==> src/rtl/alu_operand_stage.sv <==
// ID/EX pipeline register with EX/MEM and MEM/WB operand forwarding and load-use bubble
// insertion; drives the operation/a/b inputs of the downstream alu.
module alu_operand_stage #(
   parameter int N     = 32,
   parameter int REG_W = 5
) (
   input  logic             clk,
   input  logic             rst_n,
   input  logic             id_valid,
   input  logic [3:0]       id_operation,
   input  logic [REG_W-1:0] id_rs1_addr,
   input  logic [REG_W-1:0] id_rs2_addr,
   input  logic [REG_W-1:0] id_rd_addr,
   input  logic [N-1:0]     id_rs1_data,
   input  logic [N-1:0]     id_rs2_data,
   input  logic [N-1:0]     id_imm,
   input  logic             id_use_imm,
   input  logic             id_reg_write,
   input  logic             id_mem_read,
   input  logic             stall,
   input  logic             flush,
   input  logic             exmem_reg_write,
   input  logic [REG_W-1:0] exmem_rd,
   input  logic [N-1:0]     exmem_result,
   input  logic             memwb_reg_write,
   input  logic [REG_W-1:0] memwb_rd,
   input  logic [N-1:0]     memwb_result,
   output logic [3:0]       alu_operation,
   output logic [N-1:0]     alu_a,
   output logic [N-1:0]     alu_b,
   output logic [N-1:0]     ex_store_data,
   output logic             ex_valid,
   output logic [REG_W-1:0] ex_rd_addr,
   output logic             ex_reg_write,
   output logic             ex_mem_read,
   output logic             load_use_stall
);

   typedef struct packed {
      logic             valid;
      logic [3:0]       operation;
      logic [REG_W-1:0] rs1_addr;
      logic [REG_W-1:0] rs2_addr;
      logic [REG_W-1:0] rd_addr;
      logic [N-1:0]     rs1_data;
      logic [N-1:0]     rs2_data;
      logic [N-1:0]     imm;
      logic             use_imm;
      logic             reg_write;
      logic             mem_read;
   } stage_t;

   stage_t ex_q;
   stage_t id_fields;
   logic [N-1:0] fwd_rs1;
   logic [N-1:0] fwd_rs2;

   always_comb begin
      id_fields           = '0;
      id_fields.valid     = 1'b1;
      id_fields.operation = id_operation;
      id_fields.rs1_addr  = id_rs1_addr;
      id_fields.rs2_addr  = id_rs2_addr;
      id_fields.rd_addr   = id_rd_addr;
      id_fields.rs1_data  = id_rs1_data;
      id_fields.rs2_data  = id_rs2_data;
      id_fields.imm       = id_imm;
      id_fields.use_imm   = id_use_imm;
      id_fields.reg_write = id_reg_write;
      id_fields.mem_read  = id_mem_read;
   end

   // The load in EX only has its data after MEM, so a dependent decode must wait one cycle.
   assign load_use_stall = ex_q.valid & ex_q.mem_read & (ex_q.rd_addr != '0) & id_valid &
                           ((ex_q.rd_addr == id_rs1_addr) | (ex_q.rd_addr == id_rs2_addr));

   always_ff @(posedge clk or negedge rst_n) begin
      if (!rst_n)
         ex_q <= '0;
      else if (flush)
         ex_q <= '0;
      else if (stall)
         ex_q <= ex_q;
      else if (load_use_stall || !id_valid)
         ex_q <= '0;
      else
         ex_q <= id_fields;
   end

   // Youngest producer wins; x0 is hard-wired zero and never forwarded.
   function automatic logic [N-1:0] forward(input logic [REG_W-1:0] rs,
                                            input logic [N-1:0]     reg_data);
      if (exmem_reg_write && (exmem_rd != '0) && (exmem_rd == rs))
         return exmem_result;
      else if (memwb_reg_write && (memwb_rd != '0) && (memwb_rd == rs))
         return memwb_result;
      else
         return reg_data;
   endfunction

   assign fwd_rs1       = forward(ex_q.rs1_addr, ex_q.rs1_data);
   assign fwd_rs2       = forward(ex_q.rs2_addr, ex_q.rs2_data);
   assign alu_operation = ex_q.operation;
   assign alu_a         = fwd_rs1;
   assign alu_b         = ex_q.use_imm ? ex_q.imm : fwd_rs2;
   assign ex_store_data = fwd_rs2;
   assign ex_valid      = ex_q.valid;
   assign ex_rd_addr    = ex_q.rd_addr;
   assign ex_reg_write  = ex_q.reg_write;
   assign ex_mem_read   = ex_q.mem_read;

endmodule

==> config.mk <==
export PLATFORM = sky130hd
export DESIGN_NAME = alu_operand_stage
export DESIGN_NICKNAME = d
export VERILOG_FILES = /design/src/rtl/alu_operand_stage.sv
export SDC_FILE = /design/constraint.sdc
export NUM_CORES = 1
export LEC_CHECK = 0
export ABC_AREA = 0
export BUFFER_PORTS_ARGS = -buffer_cell sky130_fd_sc_hd__buf_2
export CELL_PAD_IN_SITES_DETAIL_PLACEMENT = 0
export CELL_PAD_IN_SITES_GLOBAL_PLACEMENT = 1
export CORE_MARGIN = 8
export CORE_UTILIZATION = 29
export CTS_CLUSTER_DIAMETER = 60
export DETAILED_ROUTE_END_ITERATION = 8
export GPL_ROUTABILITY_DRIVEN = 0
export PLACE_DENSITY_LB_ADDON = 0.1
export SLEW_MARGIN = 20
export SYNTH_ARGS = -nofsm -noshare
export SYNTH_HDL_FRONTEND = slang
export SYNTH_SLANG_ARGS = --single-unit
==> constraint.sdc <==
create_clock -name clk -period 6.57 [get_ports clk]
set_clock_uncertainty 0.1 [all_clocks]
set_input_delay 1.314 -clock clk [delete_from_list [all_inputs] [get_ports clk]]
set_output_delay 1.314 -clock clk [all_outputs]
set_load 0.05 [all_outputs]
==> impl_metrics.yaml <==
power:
  peakVddDrop_mv: 0.144
  power_report.internal_total_mw: 1.47
  comb_power_share_pct: 20.2
  power.share.sequential_pct: 36.7
  switchingPower_mw: 0.662
  netSwitchingFraction_pct: 31.0
  report.power.total_mw: 2.13
  power_per_cell_area_nw_per_um2: 241
  clkPwrFrac_pct: 43.0
  cellLeakagePower_nw: 4.45
worst_setup_path:
  critical_path.startpoint_type: "input port"
  worst_setup_path_class: "input port to output port"
  setup.worst_path.start: "exmem_rd[1]"
  cp.required_ps: 5160
  crit_chain: "buf_2 -> or4_1 -> o211ai_4 -> or2_1 -> buf_4 -> a31oi_1 -> mux2_2 -> buf_2"
  rr_endpoint: "ex_q[56]"
  largest_fanout_on_the_critical_path: 21
  rrSetupSlack_ps: 4250
  rr_worst_depth: 5
  crit_path_end_kind: "output port"
  cpMostUsedCell: "sky130_fd_sc_hd__buf_2"
  worst_path_largest_cell_delay_ps: 700
  timing.rr.start: "ex_rd_addr[0]"
  arrival_ps: 3970
  critical_path.slowest_cell: "sky130_fd_sc_hd__or2_1"
yosys:
  synthesis.area_um2: 6590
  synth_warnings: 0
  post_synth_inst_count: 657
  ys_seq_elements: 119
  sequential_cell_area_fraction_in_the_yosys_report_pct: 45.2
  distinct_cell_type_count_after_synthesis: 34
  syn_area_per_cell_um2: 10.0
  synth.net_count: 856
clocking:
  clock-root-buffer: "sky130_fd_sc_hd__clkbuf_16"
  cts.htree.levels: 4
  clock_latency_reported_for_the_late_side_of_the_worst_skew_pair_ps: 410
  postCtsSetupBuffers: 0
  clk_transition_reported_paths_ps: 50
  cts.path.max_buffers: 2
  clkSinkCount: 119
  post_cts_resized: 0
  cts_tree: "yes"
  cts-buffers-inserted: 17
  post_cts_hold_buffer_count: 0
sta:
  achievable-frequency_mhz: 186
  setup_failing_eps_final: 0
  max_slew_margin_pct: 37.3
  setup_total_negative_slack_ps: 0
  hold_violations: 0
  slew_violations: 0
  worstMarginPinSlew_ps: 941
  rsz_0062_raised_after_global_routing: "no"
  period_share_pct: 81.9
  min_clock_period_post_route_ps: 5380
  final_critical_path_setup_slack_ps: 1190
floorplan:
  chipHeight_um: 167
  design.portCount: 308
  floorplan.die_area_um2: 27800
  floorplan.rows: 55
  chipWidth_um: 167
  starting_density_of_the_core_pct: 29.3
  core_area_um2: 22500
global_route:
  grt_usage_pct: 19.3
  grt_start_max_net_pins: 67
  grt_first_pass_wirelength_mm: 42.3
  grt_antenna_before_repair: 9
  grt_pass1_vias: 6950
  grt-ovfl-total: 0
drt:
  routed_via_density: 5.27
  post_dr_wirelength_cell_um: 22.3
  route.top_layer_used: "met5"
  ant_nets: 0
  via_count: 6472
  drt_iter0_drc: 360
  first_pass_iters: 5
  met2_length_mm: 13.1
  met1Wirelength_mm: 11.7
  routed-wl-met3_mm: 2.10
  route.detailed.drc: 0
  total_routed_wirelength_mm: 27.3
place:
  post-place-cells: 1189
  pre_cts_ws_ps: 1110
  detailed_place_hpwl_mm: 19.5
  port_buffers: 307
hold_path:
  min-delay-start: "ex_q[45]"
  min_path_cells: 1
  worst_hold_path_type: "flip-flop to flip-flop"
  min_to: "ex_q[45]"
cells_and_area:
  fraction_of_layout_cells_with_a_size_suffix_above_1_pct: 40.9
  layout.cells.non_filler: 1228
  commonest_non_fill_non_tap_cells_in_the_layout: "306 x sky130_fd_sc_hd__buf_2, 118 x sky130_fd_sc_hd__a22o_1, 118 x sky130_fd_sc_hd__dfrtp_1"
  most_frequent_standard_cell_in_the_layout_excluding_fill_and_tap_cells: "sky130_fd_sc_hd__buf_2"
  finalNetCount: 1122
  layout-area-overhead-vs-synth_pct: 34.3
outcome:
  outcome: "completed"
job:
  max_cap_viol_count: 0
flip-flops by register name, summed over array words and instances (netlist names):
register,count
alu_operation,4
ex_mem_read,1
ex_q,107
ex_rd_addr,5
ex_reg_write,1
ex_valid,1
synthesized netlist by cell type:
cell                        count  area, um2
sky130_fd_sc_hd__dfrtp_1      119       2980
sky130_fd_sc_hd__a22o_1       118       1030
sky130_fd_sc_hd__nor2_1        40        150
sky130_fd_sc_hd__clkbuf_1      35        131
sky130_fd_sc_hd__a21oi_1       33        165
sky130_fd_sc_hd__inv_1         32        120
sky130_fd_sc_hd__mux2i_1       32        320
sky130_fd_sc_hd__nor3_1        32        160
sky130_fd_sc_hd__a31oi_1       30        188
sky130_fd_sc_hd__mux2_2        30        338
sky130_fd_sc_hd__or3_1         30        188
sky130_fd_sc_hd__o21ai_0       29        145
sky130_fd_sc_hd__xnor2_1       27        236
sky130_fd_sc_hd__buf_2         22        110
sky130_fd_sc_hd__buf_4         12       90.1
sky130_fd_sc_hd__nand2_1        5       18.8
sky130_fd_sc_hd__nand3_1        4       20.0
sky130_fd_sc_hd__nand4_1        3       18.8
sky130_fd_sc_hd__xor2_1         3       26.3
sky130_fd_sc_hd__a211oi_1       2       15.0
sky130_fd_sc_hd__buf_1          2       7.51
sky130_fd_sc_hd__o21a_1         2       15.0
sky130_fd_sc_hd__o21ai_1        2       10.0
sky130_fd_sc_hd__o31ai_1        2       15.0
sky130_fd_sc_hd__or4_1          2       15.0
sky130_fd_sc_hd__a2111oi_0      1       8.76
sky130_fd_sc_hd__a211o_1        1       8.76
sky130_fd_sc_hd__a211oi_2       1       12.5
sky130_fd_sc_hd__a21o_1         1       7.51
sky130_fd_sc_hd__and2_1         1       6.26
sky130_fd_sc_hd__nor2b_1        1       6.26
sky130_fd_sc_hd__o211ai_2       1       12.5
sky130_fd_sc_hd__o22ai_1        1       6.26
sky130_fd_sc_hd__or2_1          1       6.26
cell type report:
cell class                 instances  area, um2
multi-input combinational        435       3190
tap                              285        357
clock buffer                      23        468
fill                            2313      13700
clock inverter                     9        100
sequential                       119       2980
timing repair buffer             318       1620
inverter                          32        120
antenna                            7       17.5
layer usage:
| layer | track usage [%] | up-vias |
|---|---|---|
| met3 | 5.93 | 30 |
| met1 | 23.8 | 3186 |
| met5 | 0 | - |
| li1 | - | 2965 |
| met2 | 31.6 | 287 |
| met4 | 6.93 | 4 |
power by group through the flow:
stage / clock network, mW / registers [mW] / logic (mW)
6_report: 0.918 / 0.784 / 0.432
3_5_place_dp: 0 / 0.796 / 0.436
4_1_cts: 0.941 / 0.784 / 0.437
3_3_place_gp: 0 / 0.796 / 0.433
2_1_floorplan: 0 / 0.789 / 0.271
5_1_grt: 0.973 / 0.788 / 0.461
worst max path at each step:
stage	end	slack (ps)	cells after the start
after CTS	alu_b[28]	1110	8
after global routing	alu_b[23]	980	8
final	alu_b[22]	1190	8
after floorplan	alu_b[0]	1450	6
after detailed placement	alu_b[28]	1110	8
after global placement	alu_b[30]	1220	8
worst max-delay path, delay by kind of cell:
family	cells	cell delay, ps
simple gates	2	1290
buf+inv	3	700
compound gates	2	340
mux	1	290
kinds of logic (layout without fill, tap and decap cells):
group	after synthesis	count (layout)	share of synthesized area (%)
AOI/OAI and AO/OA	224	224	24.9
other	0	7	0
muxes	62	62	9.99
buffers and inverters	103	382	6.97
DFF	119	119	45.2
and+or+nand+nor	119	119	8.94
xor gates and xnor gates	30	30	3.99
through the flow:
| stage | util, % | cell area [um2] | hold slack, ps |
|---|---|---|---|
| floorplan | - | 6590 | 360 |
| global placement | 36.7 | 8260 | 376 |
| detailed placement | 36.7 | 8270 | 380 |
| CTS | 39.3 | 8830 | 394 |
| global route | 39.3 | 8850 | 396 |
| finish | 39.3 | 8850 | 387 |
Power figures use the tool's default switching activity.
